## config.mk

```make
export PLATFORM = sky130hd
export DESIGN_NAME = nfc_cmd_sched_flat
export DESIGN_NICKNAME = d
export VERILOG_FILES = /design/src/rtl/nfc_pkg.sv /design/src/rtl/nfc_cmd_sched_if.sv /design/src/rtl/nfc_rr_arb.sv /design/src/rtl/nfc_cmd_sched.sv /design/src/flat_wrapper.sv
export SDC_FILE = /design/constraint.sdc
export NUM_CORES = 1
export LEC_CHECK = 0
export CORE_MARGIN = 4
export CORE_UTILIZATION = 35
export CTS_CLUSTER_SIZE = 10
export DETAILED_ROUTE_END_ITERATION = 10
export PLACE_DENSITY_LB_ADDON = 0.2
export SLEW_MARGIN = 20
export SYNTH_ARGS = -nofsm -noshare
export SYNTH_HDL_FRONTEND = slang
export SYNTH_SLANG_ARGS = --single-unit
```

## constraint.sdc

```tcl
create_clock -name clk -period 4.64 [get_ports clk]
set_clock_uncertainty 0.1 [all_clocks]
set_input_delay 0.928 -clock clk [delete_from_list [all_inputs] [get_ports clk]]
set_output_delay 0.928 -clock clk [all_outputs]
set_load 0.1 [all_outputs]
```

## src/rtl/nfc_pkg.sv

```systemverilog
// -----------------------------------------------------------------------------
// nfc_pkg
// Shared definitions for the NFC command scheduler: command width, the
// command field positions (same layout the NFC itself decodes) and the
// scheduler state encoding.
// No ports (package).
// -----------------------------------------------------------------------------
package nfc_pkg;

    localparam int CMD_W = 33;

    // Command field positions
    localparam int CMD_RW                  = 32;
    localparam int CMD_FLASH_ADDR_HI       = 31;
    localparam int CMD_FLASH_ADDR_LO       = 14;
    localparam int CMD_FLASH_BLOCK_ADDR_HI = 31;
    localparam int CMD_FLASH_BLOCK_ADDR_LO = 25;
    localparam int CMD_MEM_ADDR_HI         = 13;
    localparam int CMD_MEM_ADDR_LO         = 7;
    localparam int CMD_RW_LEN_HI           = 6;
    localparam int CMD_RW_LEN_LO           = 0;

    typedef enum logic [1:0] {
        IDLE,
        ISSUE,
        BUSY,
        RESP
    } sched_state_t;

endpackage

```

## src/rtl/nfc_cmd_sched_if.sv

```systemverilog
// -----------------------------------------------------------------------------
// nfc_cmd_sched_if
// Bundles the requester-side handshake and the NFC cmd/done interface of the
// command scheduler.
//   req_valid/req_cmd/req_ready : per-requester command handshake
//   rsp_done/rsp_err            : per-requester completion pulses
//   nfc_cmd/nfc_start/nfc_done  : command to, and completion toggle from, NFC
//   busy                        : scheduler has a command in flight
// Modports: master = requesters + NFC side, slave = the scheduler.
// -----------------------------------------------------------------------------
interface nfc_cmd_sched_if #(
    parameter int N_REQ = 4
);
    import nfc_pkg::*;

    logic [N_REQ-1:0]       req_valid;
    logic [N_REQ*CMD_W-1:0] req_cmd;
    logic [N_REQ-1:0]       req_ready;
    logic [N_REQ-1:0]       rsp_done;
    logic [N_REQ-1:0]       rsp_err;
    logic [CMD_W-1:0]       nfc_cmd;
    logic                   nfc_start;
    logic                   nfc_done;
    logic                   busy;

    modport master (
        output req_valid, req_cmd, nfc_done,
        input  req_ready, rsp_done, rsp_err, nfc_cmd, nfc_start, busy
    );

    modport slave (
        input  req_valid, req_cmd, nfc_done,
        output req_ready, rsp_done, rsp_err, nfc_cmd, nfc_start, busy
    );

endinterface

```

## src/rtl/nfc_rr_arb.sv

```systemverilog
// -----------------------------------------------------------------------------
// nfc_rr_arb
// Purely combinational round-robin arbiter. Picks the first asserted request
// at or above ptr, wrapping at N_REQ-1 (works for non-power-of-2 N_REQ).
//   req     : request vector
//   ptr     : search start index (0..N_REQ-1)
//   gnt     : one-hot grant, 0 when no request
//   gnt_idx : binary index of the granted request, 0 when no request
// -----------------------------------------------------------------------------
module nfc_rr_arb #(
    parameter int N_REQ = 4
) (
    input  logic [N_REQ-1:0]         req,
    input  logic [$clog2(N_REQ)-1:0] ptr,
    output logic [N_REQ-1:0]         gnt,
    output logic [$clog2(N_REQ)-1:0] gnt_idx
);
    localparam int IDX_W = $clog2(N_REQ);

    logic [IDX_W-1:0] idx;
    logic             found;

    // NOTE: every variable gets a default before the loop so no path leaves
    // one unassigned, which would otherwise infer a latch.
    always_comb begin
        gnt     = '0;
        gnt_idx = '0;
        found   = 1'b0;
        idx     = ptr;
        for (int k = 0; k < N_REQ; k++) begin
            if (!found && req[idx]) begin
                gnt[idx] = 1'b1;
                gnt_idx  = idx;
                found    = 1'b1;
            end
            idx = (idx == IDX_W'(N_REQ - 1)) ? '0 : idx + 1'b1;
        end
    end

endmodule

```

## src/rtl/nfc_cmd_sched.sv

```systemverilog
// -----------------------------------------------------------------------------
// nfc_cmd_sched
// Round-robin command scheduler in front of the NAND flash controller. One
// command is outstanding at a time; completion is any transition of nfc_done.
// Ports:
//   clk  : clock
//   rst  : asynchronous, active-high reset
//   bus  : nfc_cmd_sched_if.slave (requester handshake, responses, NFC side)
// Optional build macro NFC_TIMEOUT_EN: adds a BUSY watchdog of TIMEOUT_CYC
// cycles that completes the command with rsp_err; otherwise rsp_err is 0.
// -----------------------------------------------------------------------------
module nfc_cmd_sched
    import nfc_pkg::*;
#(
    parameter int N_REQ       = 4,
    parameter int TIMEOUT_CYC = 65535
) (
    input  logic             clk,
    input  logic             rst,
    nfc_cmd_sched_if.slave   bus
);
    localparam int IDX_W = $clog2(N_REQ);

    if (N_REQ < 2 || N_REQ > 8) begin : g_bad_n_req
        $error("nfc_cmd_sched: N_REQ must be 2..8");
    end
    if (TIMEOUT_CYC < 1) begin : g_bad_timeout
        $error("nfc_cmd_sched: TIMEOUT_CYC must be at least 1");
    end

    sched_state_t     state;
    logic [IDX_W-1:0] rr_ptr;
    logic [IDX_W-1:0] owner;
    logic [IDX_W-1:0] gnt_idx;
    logic [N_REQ-1:0] gnt;
    logic [N_REQ-1:0] owner_oh;
    logic [N_REQ-1:0] rsp_done_q;
    logic [CMD_W-1:0] nfc_cmd_q;
    logic [CMD_W-1:0] sel_cmd;
    logic             nfc_start_q;
    logic             busy_q;
    logic             done_q;
    logic             done_edge;
    logic             accept;

    nfc_rr_arb #(.N_REQ(N_REQ)) u_arb (
        .req     (bus.req_valid),
        .ptr     (rr_ptr),
        .gnt     (gnt),
        .gnt_idx (gnt_idx)
    );

    assign accept    = (state == IDLE) && (|gnt);
    assign sel_cmd   = bus.req_cmd[CMD_W*gnt_idx +: CMD_W];
    assign owner_oh  = N_REQ'(1) << owner;
    // Either polarity of nfc_done change is one completion.
    assign done_edge = bus.nfc_done ^ done_q;

`ifdef NFC_TIMEOUT_EN
    localparam int WD_W = $clog2(TIMEOUT_CYC + 1);

    logic [WD_W-1:0]  wd_cnt;
    logic [N_REQ-1:0] rsp_err_q;
    logic             wd_expire;

    // Fires on the BUSY cycle whose increment would reach TIMEOUT_CYC, so
    // RESP lands TIMEOUT_CYC+1 cycles after nfc_start.
    assign wd_expire = (wd_cnt == WD_W'(TIMEOUT_CYC - 1));
`endif

    // NOTE: sequential state uses non-blocking assignments only, so every
    // register samples pre-edge values regardless of statement order.
    always_ff @(posedge clk or posedge rst) begin
        if (rst) begin
            state       <= IDLE;
            rr_ptr      <= '0;
            owner       <= '0;
            nfc_cmd_q   <= '0;
            nfc_start_q <= 1'b0;
            rsp_done_q  <= '0;
            busy_q      <= 1'b0;
            done_q      <= 1'b0;
`ifdef NFC_TIMEOUT_EN
            wd_cnt      <= '0;
            rsp_err_q   <= '0;
`endif
        end else begin
            // Edges arriving outside BUSY are absorbed here and never answered.
            done_q      <= bus.nfc_done;
            nfc_start_q <= 1'b0;
            rsp_done_q  <= '0;
`ifdef NFC_TIMEOUT_EN
            rsp_err_q   <= '0;
`endif
            case (state)
                IDLE: begin
                    if (accept) begin
                        nfc_cmd_q   <= sel_cmd;
                        owner       <= gnt_idx;
                        nfc_start_q <= 1'b1;
                        busy_q      <= 1'b1;
                        state       <= ISSUE;
                    end
                end
                ISSUE: begin
`ifdef NFC_TIMEOUT_EN
                    wd_cnt <= '0;
`endif
                    state <= BUSY;
                end
                BUSY: begin
                    if (done_edge) begin
                        rsp_done_q <= owner_oh;
                        state      <= RESP;
                    end
`ifdef NFC_TIMEOUT_EN
                    else if (wd_expire) begin
                        rsp_done_q <= owner_oh;
                        rsp_err_q  <= owner_oh;
                        state      <= RESP;
                    end else begin
                        wd_cnt <= wd_cnt + 1'b1;
                    end
`endif
                end
                RESP: begin
                    rr_ptr <= (owner == IDX_W'(N_REQ - 1)) ? '0 : owner + 1'b1;
                    busy_q <= 1'b0;
                    state  <= IDLE;
                end
                default: state <= IDLE;
            endcase
        end
    end

    assign bus.req_ready = (state == IDLE) ? gnt : '0;
    assign bus.rsp_done  = rsp_done_q;
    assign bus.nfc_cmd   = nfc_cmd_q;
    assign bus.nfc_start = nfc_start_q;
    assign bus.busy      = busy_q;
`ifdef NFC_TIMEOUT_EN
    assign bus.rsp_err   = rsp_err_q;
`else
    assign bus.rsp_err   = '0;
`endif

endmodule

```

## src/flat_wrapper.sv

```systemverilog
// flat-port wrapper written by rule: the top's interface ports become plain ports
module nfc_cmd_sched_flat import nfc_pkg::*;
#(
    parameter int N_REQ       = 4,
    parameter int TIMEOUT_CYC = 65535
)
  (clk, rst, bus_req_valid, bus_req_cmd, bus_nfc_done, bus_req_ready, bus_rsp_done, bus_rsp_err, bus_nfc_cmd, bus_nfc_start, bus_busy);
  nfc_cmd_sched_if #(.N_REQ(N_REQ)) bus_i ();
  input  logic clk;
  input  logic rst;
  input wire logic [$bits(bus_i.req_valid)-1:0] bus_req_valid;
  input wire logic [$bits(bus_i.req_cmd)-1:0] bus_req_cmd;
  input wire logic [$bits(bus_i.nfc_done)-1:0] bus_nfc_done;
  output wire logic [$bits(bus_i.req_ready)-1:0] bus_req_ready;
  output wire logic [$bits(bus_i.rsp_done)-1:0] bus_rsp_done;
  output wire logic [$bits(bus_i.rsp_err)-1:0] bus_rsp_err;
  output wire logic [$bits(bus_i.nfc_cmd)-1:0] bus_nfc_cmd;
  output wire logic [$bits(bus_i.nfc_start)-1:0] bus_nfc_start;
  output wire logic [$bits(bus_i.busy)-1:0] bus_busy;
  assign bus_i.req_valid = bus_req_valid;
  assign bus_i.req_cmd = bus_req_cmd;
  assign bus_i.nfc_done = bus_nfc_done;
  assign bus_req_ready = bus_i.req_ready;
  assign bus_rsp_done = bus_i.rsp_done;
  assign bus_rsp_err = bus_i.rsp_err;
  assign bus_nfc_cmd = bus_i.nfc_cmd;
  assign bus_nfc_start = bus_i.nfc_start;
  assign bus_busy = bus_i.busy;
  nfc_cmd_sched #(.N_REQ(N_REQ), .TIMEOUT_CYC(TIMEOUT_CYC)) u_core (.clk(clk), .rst(rst), .bus(bus_i));
endmodule
```

==> reports/metrics.csv <==
stage,metric,value,unit
clock_tree,postCtsSetupRepairBufs,0,
setup_path,path_max_fanout,16,
timing,fmax,225,MHz
drt,vias_per_cell,5.12,
yosys,syn_area,3430,µm²
job,max_cap_viol_count,0,
die,start_util,36.6,%
yosys,yosysUniqueCellTypes,50,
status,status,completed,
timing,maxSlewViolCount,0,
finish,layout-drive-gt1-share,23.7,%
clock_tree,clkSinkCount,46,
timing,grt_setup_unrepaired,no,
clock_tree,clockBufferDepth,2,
setup_path,cp.required,3.61,ns
global_route,antenna_found_initial,0,
finish,diodes,0,
setup_path,end_kind,primary output,
clock_tree,cts-root-buf,clkbuf_8,
finish,nets,574,
finish,fillers,799,
die,die_w,107,µm
drt,drt_iter0_markers,75,
drt,wl_per_cell,19.2,µm
yosys,ys_seq_area_share,33.6,%
clock_tree,cts.reportedPaths.clkPinSlew,0.08,ns
die,dieArea,11400,µm²
yosys,synth-async-reset-ratio,100,%
place,gp_congestion,0.852,
die,dieHeight,107,µm
clock_tree,ctsHoldBuffers,0,
drt,drtAntennaViolNets,0,
finish,final_common_cell,clkdlybuf4s50_1,
drt,dr.pass1.iters,5,
drt,vias,2819,
global_route,track_usage,18.1,%
timing,hold_viol_final,0,
place,dp_hpwl,8370,µm
yosys,yosysWarnings,0,
drt,drt-total-wl,10600,µm
finish,areaGrowthSynthToFinish,59.5,%
global_route,grt_pass1_vias,2894,
timing,finalSetupTns,0,ns
setup_path,critPathArrivalTime,3.41,ns
place,io_buffers,181,
timing,fin_crit_sh,95.6,%
yosys,syn-instance-count,241,
yosys,ys_ff_latch,46,
clock_tree,cts_buffers,5,
global_route,grt_max_degree,47,
worst_hold_path,hold_path_class,flop to flop,
timing,maxSlewHeadroom,30.7,%
timing,tightestPinTransition,1.04,ns
drt,drc,0,
yosys,avgSynthCellArea,14.2,µm²
timing,setup_viol,0,
clock_tree,post_cts_resized,0,
die,std_cell_rows,35,
timing,min_period,4.43,ns
timing,fin_hold_ws,0.410,ns
global_route,overflow,0,
die,core,9370,µm²
setup_path,worst_setup_path_start_kind,input pin,
clock_tree,cts.htree.levels,2,
setup_path,critPathKind,input pin to primary output,
global_route,grt_pass1_wl,16100,µm
yosys,synth-edff-count,0,
finish,final_cell_mix,"clkdlybuf4s50_1 (177), dfrtp_1 (46), mux4_2 (34), mux2_4 (29), ha_1 (14)",
clock_tree,cts_tree,built,
yosys,synth_ff_type,dfrtp_1,
clock_tree,clock_latency,0.30,ns
die,pin_count,186,
[stage by stage]
stage	setup WS (ns)	area [µm²]	util [%]	cells
finish	0.205	5470	58.3	551
global route	0.0757	5470	58.3	551
CTS	0.237	5470	58.3	551
detailed placement	0.226	5370	57.3	543
global placement	0.323	5370	57.3	543
floorplan	0.568	3440	-	244
[Yosys cell counts (2+ instances only)]
cell type | count | area, µm²
o21ai_0 | 4 | 20.0
a211o_1 | 2 | 17.5
mux4_2 | 34 | 766
a2111o_1 | 2 | 22.5
nand2b_1 | 3 | 18.8
a221o_1 | 3 | 30.0
mux2i_1 | 5 | 50.1
mux2_4 | 29 | 435
ha_1 | 14 | 175
a211oi_1 | 2 | 15.0
a21oi_1 | 3 | 15.0
inv_1 | 14 | 52.6
dfrtp_1 | 46 | 1150
and2_1 | 5 | 31.3
nor2_1 | 3 | 11.3
o31ai_1 | 2 | 15.0
mux2_2 | 9 | 101
nor4b_1 | 2 | 17.5
nand3b_1 | 2 | 15.0
buf_6 | 7 | 78.8
buf_4 | 8 | 60.1
nand2_1 | 7 | 26.3
buf_2 | 4 | 20.0
nor2b_1 | 2 | 12.5
and3_1 | 4 | 25.0
[worst max-delay path: stages]
cell	delay, ns
clkdlybuf4s50_1	0.53
mux4_2	0.68
a2111oi_4	0.54
a221o_1	0.33
and2_1	0.21
buf_12	0.18
[logic make-up (layout without fill, tap and decap cells)]
| group | after synthesis | in the layout | synth area share, % |
|---|---|---|---|
| buf+inv | 34 | 212 | 6.28 |
| other cells | 1 | 4 | 0.109 |
| mux | 77 | 77 | 39.5 |
| xor+xnor | 1 | 1 | 0.256 |
| compound gates | 34 | 34 | 9.38 |
| simple gates | 34 | 34 | 5.84 |
| flops | 46 | 46 | 33.6 |
| fa+ha+maj | 14 | 14 | 5.11 |
[layer usage]
layer  vias to the layer above  routed length, µm  global-route usage [%]
met5                         -                  0                       0
met4                         0                183                    4.38
met3                        16                899                    4.88
met2                       143               5140                    29.7
met1                      1369               4350                    24.0
li1                       1291                  -                       -
[state kept, by name (all words and copies together), names as in the netlist]
signal / cells
u_core.rr_ptr: 2
u_core.bus.nfc_start: 1
u_core.bus.rsp_done: 4
u_core.done_q: 1
u_core.owner: 2
u_core.bus.nfc_cmd: 33
u_core.state: 2
u_core.bus.busy: 1
[worst paths after layout]
| path | startpoint | end | slack (ns) | depth (start not counted) |
|---|---|---|---|---|
| max in group asynchronous | rst | u_core.rr_ptr[0]$_DFFE_PP0P_ | 2.98 | 2 |
| min reg2reg | u_core.bus.nfc_cmd[17]$_DFFE_PP0P_ | u_core.bus.nfc_cmd[17]$_DFFE_PP0P_ | 0.41 | 1 |
| min | u_core.bus.nfc_cmd[17]$_DFFE_PP0P_ | u_core.bus.nfc_cmd[17]$_DFFE_PP0P_ | 0.41 | 1 |
| max | bus_req_valid[2] | bus_req_ready[2] | 0.21 | 6 |
| max reg2reg | u_core.rr_ptr[1]$_DFFE_PP0P_ | u_core.bus.nfc_cmd[8]$_DFFE_PP0P_ | 0.66 | 11 |
| min in group asynchronous | rst | u_core.bus.nfc_cmd[3]$_DFFE_PP0P_ | 0.97 | 2 |
[cell type report]
class                      instances  area, µm²  area share [%]
multi-input combinational        164       2080            38.1
timing repair buffer             189       1920            35.2
sequential                        46       1150            21.1
tap                              129        161            2.95
clock buffer                       7       86.3            1.58
inverter                          15       57.6            1.05
clock inverter                     1       5.00          0.0916
Power is not shown: default switching activity piles up to over one toggle a cycle in this logic, so the estimate is an artifact.
